--- src/rtl/pc_unit.sv ---
// Program-counter unit for the MIPS fetch stage: prioritised redirect, debug
// run/halt/step control, EPC capture and a circular return-address stack.
module pc_unit #(
  parameter int               NBITS        = 32,
  parameter logic [NBITS-1:0] RESET_VECTOR = NBITS'(32'h0000_0000),
  parameter logic [NBITS-1:0] EXC_VECTOR   = NBITS'(32'h0000_0180),
  parameter int               RAS_DEPTH    = 4
) (
  input  logic             i_clk,
  input  logic             i_reset,
  input  logic             i_PC_Write,
  input  logic             i_branch_taken,
  input  logic [NBITS-1:0] i_branch_target,
  input  logic             i_jump,
  input  logic [NBITS-1:0] i_jump_target,
  input  logic             i_exception,
  input  logic             i_eret,
  input  logic             i_ras_push,
  input  logic             i_ras_pop,
  input  logic             i_halt,
  input  logic             i_step_mode,
  input  logic             i_step,
  output logic [NBITS-1:0] o_PC,
  output logic [NBITS-1:0] o_PC_4,
  output logic [NBITS-1:0] o_PC_8,
  output logic [NBITS-1:0] o_epc,
  output logic [NBITS-1:0] o_ras_top,
  output logic             o_ras_valid,
  output logic             o_ras_full,
  output logic             o_halted
);

  localparam int PTRW = (RAS_DEPTH > 2) ? $clog2(RAS_DEPTH) : 1;
  localparam int CNTW = PTRW + 1;
  localparam logic [CNTW-1:0] DEPTH_C = CNTW'(RAS_DEPTH);

  if (RAS_DEPTH < 2 || (RAS_DEPTH & (RAS_DEPTH - 1)) != 0) begin : g_bad_depth
    $error("pc_unit: RAS_DEPTH must be a power of two and at least 2");
  end

  typedef enum logic [1:0] {
    ST_RUN  = 2'd0,
    ST_HALT = 2'd1,
    ST_STEP = 2'd2
  } state_t;

  state_t           state;
  logic             halted_q;
  logic [NBITS-1:0] pc_q;
  logic [NBITS-1:0] epc_q;

  logic [NBITS-1:0] ras_mem [RAS_DEPTH];
  logic [PTRW-1:0]  ras_ptr;
  logic [CNTW-1:0]  ras_cnt;

  logic             adv;
  logic             ras_en;
  logic             do_push;
  logic             do_pop;
  logic             ras_empty;
  logic [PTRW-1:0]  ptr_inc;
  logic [PTRW-1:0]  ptr_dec;

  assign adv = i_PC_Write & (((state == ST_RUN) & ~i_halt) | (state == ST_STEP));

  assign o_PC   = pc_q;
  assign o_PC_4 = pc_q + NBITS'(4);
  assign o_PC_8 = pc_q + NBITS'(8);
  assign o_epc  = epc_q;
  assign o_halted = halted_q;

  // The stack only moves on instructions that actually leave fetch, never on a trap.
  assign ras_en    = adv & ~i_exception;
  assign do_push   = ras_en & i_ras_push;
  assign do_pop    = ras_en & i_ras_pop;
  assign ras_empty = (ras_cnt == '0);
  assign ptr_inc   = ras_ptr + PTRW'(1);
  assign ptr_dec   = ras_ptr - PTRW'(1);

  assign o_ras_top   = ras_empty ? '0 : ras_mem[ras_ptr];
  assign o_ras_valid = ~ras_empty;
  assign o_ras_full  = (ras_cnt == DEPTH_C);

  always_ff @(posedge i_clk or negedge i_reset) begin
    if (!i_reset) begin
      state    <= ST_RUN;
      halted_q <= 1'b0;
    end else if (i_exception) begin
      state    <= ST_RUN;
      halted_q <= 1'b0;
    end else begin
      case (state)
        ST_RUN: begin
          if (i_halt || i_step_mode) begin
            state    <= ST_HALT;
            halted_q <= 1'b1;
          end
        end
        ST_HALT: begin
          // A pending halt request outranks both resume and step.
          if (i_halt) begin
            state    <= ST_HALT;
            halted_q <= 1'b1;
          end else if (!i_step_mode) begin
            state    <= ST_RUN;
            halted_q <= 1'b0;
          end else if (i_step) begin
            state    <= ST_STEP;
            halted_q <= 1'b0;
          end
        end
        ST_STEP: begin
          state    <= ST_HALT;
          halted_q <= 1'b1;
        end
        default: begin
          state    <= ST_RUN;
          halted_q <= 1'b0;
        end
      endcase
    end
  end

  always_ff @(posedge i_clk or negedge i_reset) begin
    if (!i_reset) begin
      pc_q  <= RESET_VECTOR;
      epc_q <= '0;
    end else if (i_exception) begin
      epc_q <= pc_q;
      pc_q  <= EXC_VECTOR;
    end else if (adv) begin
      if (i_eret) begin
        pc_q <= epc_q;
      end else if (i_branch_taken) begin
        pc_q <= i_branch_target;
      end else if (i_jump) begin
        pc_q <= i_jump_target;
      end else begin
        pc_q <= o_PC_4;
      end
    end
  end

  // Push on a full stack overwrites the oldest entry; the pointer simply wraps.
  always_ff @(posedge i_clk or negedge i_reset) begin
    if (!i_reset) begin
      ras_ptr <= '0;
      ras_cnt <= '0;
      for (int i = 0; i < RAS_DEPTH; i++) begin
        ras_mem[i] <= '0;
      end
    end else begin
      case ({do_push, do_pop})
        2'b10: begin
          ras_mem[ptr_inc] <= o_PC_8;
          ras_ptr          <= ptr_inc;
          if (ras_cnt != DEPTH_C) begin
            ras_cnt <= ras_cnt + CNTW'(1);
          end
        end
        2'b01: begin
          if (!ras_empty) begin
            ras_ptr <= ptr_dec;
            ras_cnt <= ras_cnt - CNTW'(1);
          end
        end
        2'b11: begin
          if (ras_empty) begin
            ras_mem[ptr_inc] <= o_PC_8;
            ras_ptr          <= ptr_inc;
            ras_cnt          <= CNTW'(1);
          end else begin
            ras_mem[ras_ptr] <= o_PC_8;
          end
        end
        default: begin
        end
      endcase
    end
  end

endmodule

--- config.mk ---
export PLATFORM = sky130hd
export DESIGN_NAME = pc_unit
export DESIGN_NICKNAME = d
export VERILOG_FILES = /design/src/rtl/pc_unit.sv
export SDC_FILE = /design/constraint.sdc
export NUM_CORES = 1
export LEC_CHECK = 0
export CAP_MARGIN = 30
export CORE_ASPECT_RATIO = 1.5
export CORE_MARGIN = 4
export CORE_UTILIZATION = 51
export DETAILED_ROUTE_END_ITERATION = 6
export GPL_TIMING_DRIVEN = 0
export PLACE_DENSITY = 0.79
export SLEW_MARGIN = 10
export SYNTH_ARGS = -nofsm -noshare
export SYNTH_HDL_FRONTEND = slang
export SYNTH_SLANG_ARGS = --single-unit
--- constraint.sdc ---
create_clock -name i_clk -period 2.85 [get_ports i_clk]
set_clock_uncertainty 0.2 [all_clocks]
set_input_delay 0.285 -clock i_clk [delete_from_list [all_inputs] [get_ports i_clk]]
set_output_delay 0.285 -clock i_clk [all_outputs]
set_load 0.02 [all_outputs]
==> impl_metrics.csv, run 1 <==
group,metric,value,unit
critical_path,critPathArrivalTime,2.65,ns
clock_network,cts.sinks,199,
placed_design,place.gp.congestion,0.944,
drt,drt_pass1_iterations,6,
logic_synthesis,yosysMostFrequentCell,"dfrtp_1",
timing,hold_viol_final,0,
global_route,top_usage_layer,"met2",
logic_synthesis,synth_top_cell_area_share,46.0,%
global_route,grt_pass1_wl,60900,µm
timing,setup_violations,27,
logic_synthesis,yosys_warnings,0,
timing,fin_crit_sh,110,%
logic_synthesis,seq_area_frac_synth,46.0,%
clock_network,htree_levels,4,
global_route,grt_max_degree,87,
cells_and_area,insertedDiodeCount,0,
clock_network,cts_tree,"done",
pwr,power,11.1,mW
clock_network,clk_transition_reported_paths,0.08,ns
cells_and_area,final_nets,1538,
outcome,violations,"negative setup slack",
global_route,gr-usage-met3,5.93,%
global_route,globalRouteMet1Util,37.2,%
logic_synthesis,ys_async_sr_fraction,100,%
critical_path,cp_max_fo,9,
pwr,ir_drop,0.449,mV
drt,drc,0,
logic_synthesis,syn-cell-area,0.0108,mm²
critical_path,cp-start-kind,"flip-flop",
placed_design,portBuffers,237,
clock_network,insertion_delay,0.46,ns
placed_design,dp_hpwl,27700,µm
floorplan,pin_count,239,
global_route,grt_overflow_total,0,
cells_and_area,drive_gt1_share,30.7,%
logic_synthesis,syn_nets,1173,
drt,vias,11300,
cells_and_area,syn2layout_area_growth,46.8,%
drt,ant_nets,0,
hold_path,hold_class,"primary input to asynchronous set/reset pin",
global_route,grt_util_met2,57.2,%
logic_synthesis,synth_cell_types,63,
clock_network,numCtsBuffers,17,
timing,slew_headroom,39.3,%
timing,timing.final.ws_setup,-0.286,ns
drt,wl,44900,µm
logic_synthesis,synth_top_cell_by_area,"dfrtp_1",
timing,worst_slew_pin_slew,0.907,ns
floorplan,core,0.0210,mm²
drt,drt_iter0_drc,1312,
critical_path,cp.required,2.37,ns
pwr,p_leak,7.39,nW
floorplan,dieArea,0.0237,mm²
logic_synthesis,yosys-top-cells-count,"dfrtp_1 (199), nor2_1 (160), a21oi_1 (129)",
timing,fmax,319,MHz
global_route,grtUsageTotal,33.3,%
critical_path,end_kind,"output pin",
logic_synthesis,ys_top_cells_by_area,"dfrtp_1 (46%), mux4_2 (6.7%), mux2_2 (6.0%)",
logic_synthesis,synth_seq_cells,199,
outcome,status,"finished, violations left",
drt,vias_per_cell,6.51,
global_route,grt_pass1_vias,11000,
cells_and_area,fillers,1301,
timing,final.min_clock_period,3.14,ns
floorplan,die_y,186,µm
floorplan,initial_core_util,51.6,%
timing,rsz0062_at_grt,"true",
logic_synthesis,avgSynthCellArea,9.93,µm²
floorplan,rows,65,
clock_network,max-clock-path-buffers,2,
logic_synthesis,synth_edf_count,0,
critical_path,critPathKind,"flip-flop to output pin",
floorplan,die_x,127,µm
logic_synthesis,synthFlopType,"dfrtp_1",
critical_path,rr_worst_depth,11,
clock_network,cts_root_buf,"clkbuf_16",
logic_synthesis,netlist_instances,1090,
timing,final_max_slew_viol_count,0,
drt,wl_per_cell,25.9,µm
job,drv_cap,0,
pwr,power_per_cell_area,696,mW/mm²
global_route,antenna_found_initial,0,
cells_and_area,final_util,75.8,%
-- placed cells by master, fill, tap and decap left out, types with 7 or more instances in the layout --
| master | synthesis | layout |
|---|---|---|
| dlymetal6s2s_1 | 0 | 15 |
| dfrtp_1 | 199 | 179 |
| mux2_2 | 58 | 58 |
| clkbuf_1 | 51 | 25 |
| buf_2 | 32 | 32 |
| nand2b_1 | 9 | 9 |
| buf_1 | 8 | 8 |
| nor2_4 | 0 | 7 |
| buf_6 | 0 | 24 |
| mux2i_1 | 10 | 10 |
| nand4_1 | 19 | 19 |
| inv_1 | 39 | 36 |
| buf_4 | 6 | 126 |
| nand2_1 | 42 | 40 |
| clkbuf_16 | 0 | 17 |
| nor3_4 | 0 | 9 |
| clkdlybuf4s50_1 | 0 | 176 |
| dfrtp_2 | 0 | 20 |
| nor2_1 | 160 | 149 |
| xnor2_1 | 37 | 12 |
| nor3_1 | 20 | 9 |
| xor2_1 | 17 | 10 |
| clkbuf_2 | 0 | 16 |
| xnor2_2 | 0 | 19 |
| a221o_1 | 11 | 11 |
| nand3_1 | 20 | 14 |
| o31ai_1 | 10 | 10 |
| nor2b_1 | 36 | 36 |
| dlygate4sd2_1 | 0 | 8 |
| mux4_2 | 32 | 32 |
| a21oi_1 | 129 | 129 |
| o21ai_0 | 30 | 30 |
| o2bb2ai_1 | 9 | 9 |
| a221oi_1 | 10 | 10 |
-- cell type report --
cell class | count | area (µm²) | area share [%]
buffer | 80 | 482 | 3.03
clock buffer | 20 | 457 | 2.87
clock inverter | 12 | 135 | 0.850
inverter | 39 | 146 | 0.921
multi-input combinational | 755 | 6020 | 37.9
sequential | 199 | 5000 | 31.5
tap | 268 | 335 | 2.11
timing repair buffer | 363 | 3310 | 20.8
-- flip-flops by register name, summed over array words and instances (netlist names) --
name / flops
ras_mem: 128
o_PC: 32
o_epc: 32
state: 2
ras_ptr: 2
ras_cnt: 3
-- per-layer routing --
metal,up-vias,wire length [µm]
met5,-,0
met3,297,4420
met4,0,4340
li1,4590,-
met1,5445,14400
met2,976,21700
-- worst max-delay path, stage by stage, from the launching register on --
cell	delay, ns
dfrtp_2	0.49
nand4_1	0.24
buf_4	0.24
nor2_4	0.18
nand4_1	0.23
xor2_2	0.24
inv_1	0.22
clkdlybuf4s15_1	0.34
-- worst paths after layout --
kind / start / to / slack, ns
setup reg to reg: state[0] / ras_cnt[2] / 0.13
hold reg to reg: ras_mem[36] / ras_mem[36] / 0.31
min in group i_clk: i_step / state[1] / 0.19
max in group asynchronous: i_reset / o_PC[13] / 1.57
hold / removal: i_reset / ras_mem[23] / 0.08
setup / recovery: o_PC[17] / o_PC_8[30] / -0.29
-- power breakdown --
part / total, mW / internal (mW) / switching, mW
clock network: 2.52 / 1.28 / 1.24
logic: 4.33 / 2.19 / 2.14
registers: 4.22 / 3.62 / 0.596
total: 11.1 / 7.09 / 3.97
-- per-stage QoR --
stage          cells  instance area, µm²  worst slack (ns)  setup TNS (ns)  hold slack, ns
2_1_floorplan   1090               10800             0.232               0          -0.211
3_3_place_gp    1595               13500             -7.02        -1435.94           0.278
3_5_place_dp    1598               13600            -0.647          -47.37         -0.0275
4_1_cts         1670               15200            -0.152          -0.597           0.107
5_1_grt         1736               15900            -0.281           -4.36           0.113
6_report        1736               15900            -0.286           -2.89          0.0788
-- repair_timing --
action / CTS / global route
cloned: 1 / 1
setup endpoints to repair: 217 / 81
buffers inserted: 54 / 66
pin swaps: 31 / 38
gates resized for setup: 284 / 101
hold buffers: 1 / 0
hold endpoints to repair: 199 / 0
-- kinds of logic after synthesis --
family / Yosys count / share of synthesized area (%)
AND/OR/NAND/NOR: 351 / 15.9
AO/OA/AOI/OAI: 242 / 13.9
flip-flops: 199 / 46.0
buffers and inverters: 136 / 5.29
multiplexers: 100 / 13.6
XOR/XNOR: 55 / 4.52
adder cells (fa/ha/maj): 7 / 0.809
No activity file was read; power rests on OpenSTA's default activity.
==> inputs of run 2 (changes only) <==
CAP_MARGIN = 20   (was 30)
==> results of run 2 <==
Final layout, timing and power as in run 1 (identical DEF).
==> inputs of run 3 (changes only) <==
SLEW_MARGIN = 30   (was 10)
==> run 3 against run 2 <==
Against the previous run:
- the run still ends with negative setup slack left
- combinational power increased by 2%
- non-clock buffer count up 9
- global-route usage up 1.9 points
- first-iteration DRC count up 6.2%
- sequential power barely moved
- total power increased by 2.0%
- sequential share of layout area decreased by 0.51 points
==> impl_metrics.csv, run 3 (synthesis results as in run 1) <==
group,metric,value,unit
outcome,violations,"negative setup slack",
cells_and_area,fillers,1257,
critical_path,worst_path_largest_cell_delay,0.62,ns
placed_design,dp_hpwl,27500,µm
floorplan,initial_core_util,51.6,%
floorplan,core,0.0210,mm²
global_route,grt_pass1_wl,64100,µm
placed_design,place.gp.congestion,0.944,
pwr,p_leak,7.58,nW
drt,drt_pass1_iterations,7,
timing,fmax,337,MHz
placed_design,portBuffers,237,
clock_network,numCtsBuffers,17,
global_route,antenna_found_initial,1,
cells_and_area,final_cell_mix,"dfrtp_1 (179), clkdlybuf4s50_1 (166), nor2_1 (149), buf_4 (132), a21oi_1 (129)",
cells_and_area,final_cell_area,0.0162,mm²
critical_path,crit_buf_inv,3,
timing,worst_slew_pin_slew,0.879,ns
timing,rsz0062_at_grt,"true",
cells_and_area,largest_reg_flops,128,
floorplan,rows,65,
timing,final.min_clock_period,2.97,ns
clock_network,htree_levels,4,
timing,slew_headroom,41.4,%
cells_and_area,drive_gt1_share,31.5,%
drt,drc,0,
placed_design,dpl_worst_slack,-0.633,ns
critical_path,timing.critical_path.max_delay_family,"simple AND/OR/NAND/NOR gates",
cells_and_area,regMostFlops,"ras_mem",
pwr,power_per_cell_area,698,mW/mm²
outcome,status,"finished, violations left",
timing,setup_violations,21,
drt,drt_iter0_drc,1393,
critical_path,crit_top_cell,"buf_4",
drt,vias_per_cell,6.58,
drt,wl_per_cell,26.7,µm
clock_network,cts.sinks,199,
critical_path,cp-start-kind,"flip-flop",
cells_and_area,syn2layout_area_growth,49.2,%
cells_and_area,final_common_cell,"dfrtp_1",
timing,holdWs,0.0930,ns
drt,ant_nets,0,
timing,hold_viol_final,0,
cells_and_area,final_nets,1547,
pwr,ir_drop,0.552,mV
floorplan,die_y,186,µm
floorplan,pin_count,239,
critical_path,crit_chain,"nand3_4 > or4_4 > buf_4 > nor3_4 > xnor2_4 > inv_1 > buf_4",
job,drv_cap,0,
hold_path,hold_class,"primary input to asynchronous set/reset pin",
clock_network,insertion_delay,0.45,ns
clock_network,cts_tree,"done",
critical_path,end_kind,"output pin",
floorplan,dieArea,0.0237,mm²
critical_path,critPathArrivalTime,2.48,ns
clock_network,cts_root_buf,"clkbuf_16",
drt,vias,11500,
clock_network,max-clock-path-buffers,2,
global_route,grt_overflow_total,0,
global_route,grt_pass1_vias,11300,
global_route,grt_max_degree,86,
floorplan,die_x,127,µm
timing,timing.final.ws_setup,-0.119,ns
critical_path,cp_max_fo,5,
clock_network,clk_transition_reported_paths,0.08,ns
global_route,grtUsageTotal,35.2,%
timing,final_max_slew_viol_count,0,
placed_design,dpl_cell_area,0.0136,mm²
critical_path,cp.required,2.37,ns
critical_path,cp_slowest_cell,"or4_4",
timing,fin_crit_sh,104,%
drt,wl,46700,µm
critical_path,critPathKind,"flip-flop to output pin",
## run 3: power by group
part / leakage [nW] / switching, mW / total [mW] / internal, mW
Clock: 0.296 / 1.22 / 2.63 / 1.41
Sequential: 2.56 / 0.614 / 4.24 / 3.62
Combinational: 4.73 / 2.24 / 4.41 / 2.17
## run 3: per-layer routing
metal,wire (µm),GRT usage (%),vias to the layer above
li1,-,-,4600
met1,15000,38.7,5459
met2,22400,60.0,1088
met3,4700,6.70,349
met4,4630,25.2,0
met5,0,0,-
## run 3: worst paths after layout
path | endpoint | startpoint | slack [ns] | depth (start not counted)
min | ras_mem[24] | i_reset | 0.09 | 2
max | o_PC_8[24] | o_PC[3] | -0.12 | 7
min reg2reg | ras_mem[36] | ras_mem[36] | 0.31 | 1
max in group asynchronous | o_PC[4] | i_reset | 1.58 | 3
max reg2reg | ras_cnt[2] | state[0] | 0.04 | 11
min in group i_clk | state[1] | i_step | 0.20 | 3
## run 3: what timing repair did
action / 4_1_cts / 5_1_grt
cloned: 1 / 0
gates resized for setup: 311 / 113
buffers inserted: 80 / 51
hold buffers: 1 / 0
setup endpoints to repair: 216 / 94
hold endpoints to repair: 199 / 0
pin swaps: 38 / 44
## run 3: cell type report
| cell class | count | area, µm² | share of cell area [%] |
|---|---|---|---|
| multi-input cells | 755 | 6080 | 37.7 |
| flip-flops and latches | 199 | 5000 | 31.0 |
| repair buffers | 372 | 3460 | 21.4 |
| plain buffers | 80 | 497 | 3.07 |
| clock buffers | 19 | 433 | 2.68 |
| well taps | 268 | 335 | 2.07 |
| clock inverters | 13 | 193 | 1.19 |
| inverters | 39 | 146 | 0.906 |
| diodes | 1 | 2.50 | 0.0155 |
## run 3: stage by stage
| stage | setup TNS [ns] | power, mW | std cells | utilization (%) |
|---|---|---|---|---|
| after floorplan | 0 | 6.57 | 1090 | - |
| after global placement | -1435.94 | 8.04 | 1595 | 64.5 |
| after detailed placement | -51.26 | 8.20 | 1597 | 64.8 |
| after CTS | -0.419 | 10.9 | 1696 | 73.9 |
| after global routing | -2.22 | 11.7 | 1746 | 77.0 |
| final | -1.33 | 11.3 | 1746 | 77.0 |
## run 3: worst register-to-register path, stage by stage, from the launching register on
cell       delay (ns)
dfrtp_1          0.43
nor2b_2          0.21
nand3_1          0.19
buf_2            0.28
nor3b_1          0.34
xnor2_1          0.13
ha_1             0.21
nor2_1           0.12
o21ai_0          0.12
a21oi_1          0.19
nand2_1          0.09
o2bb2ai_1        0.17
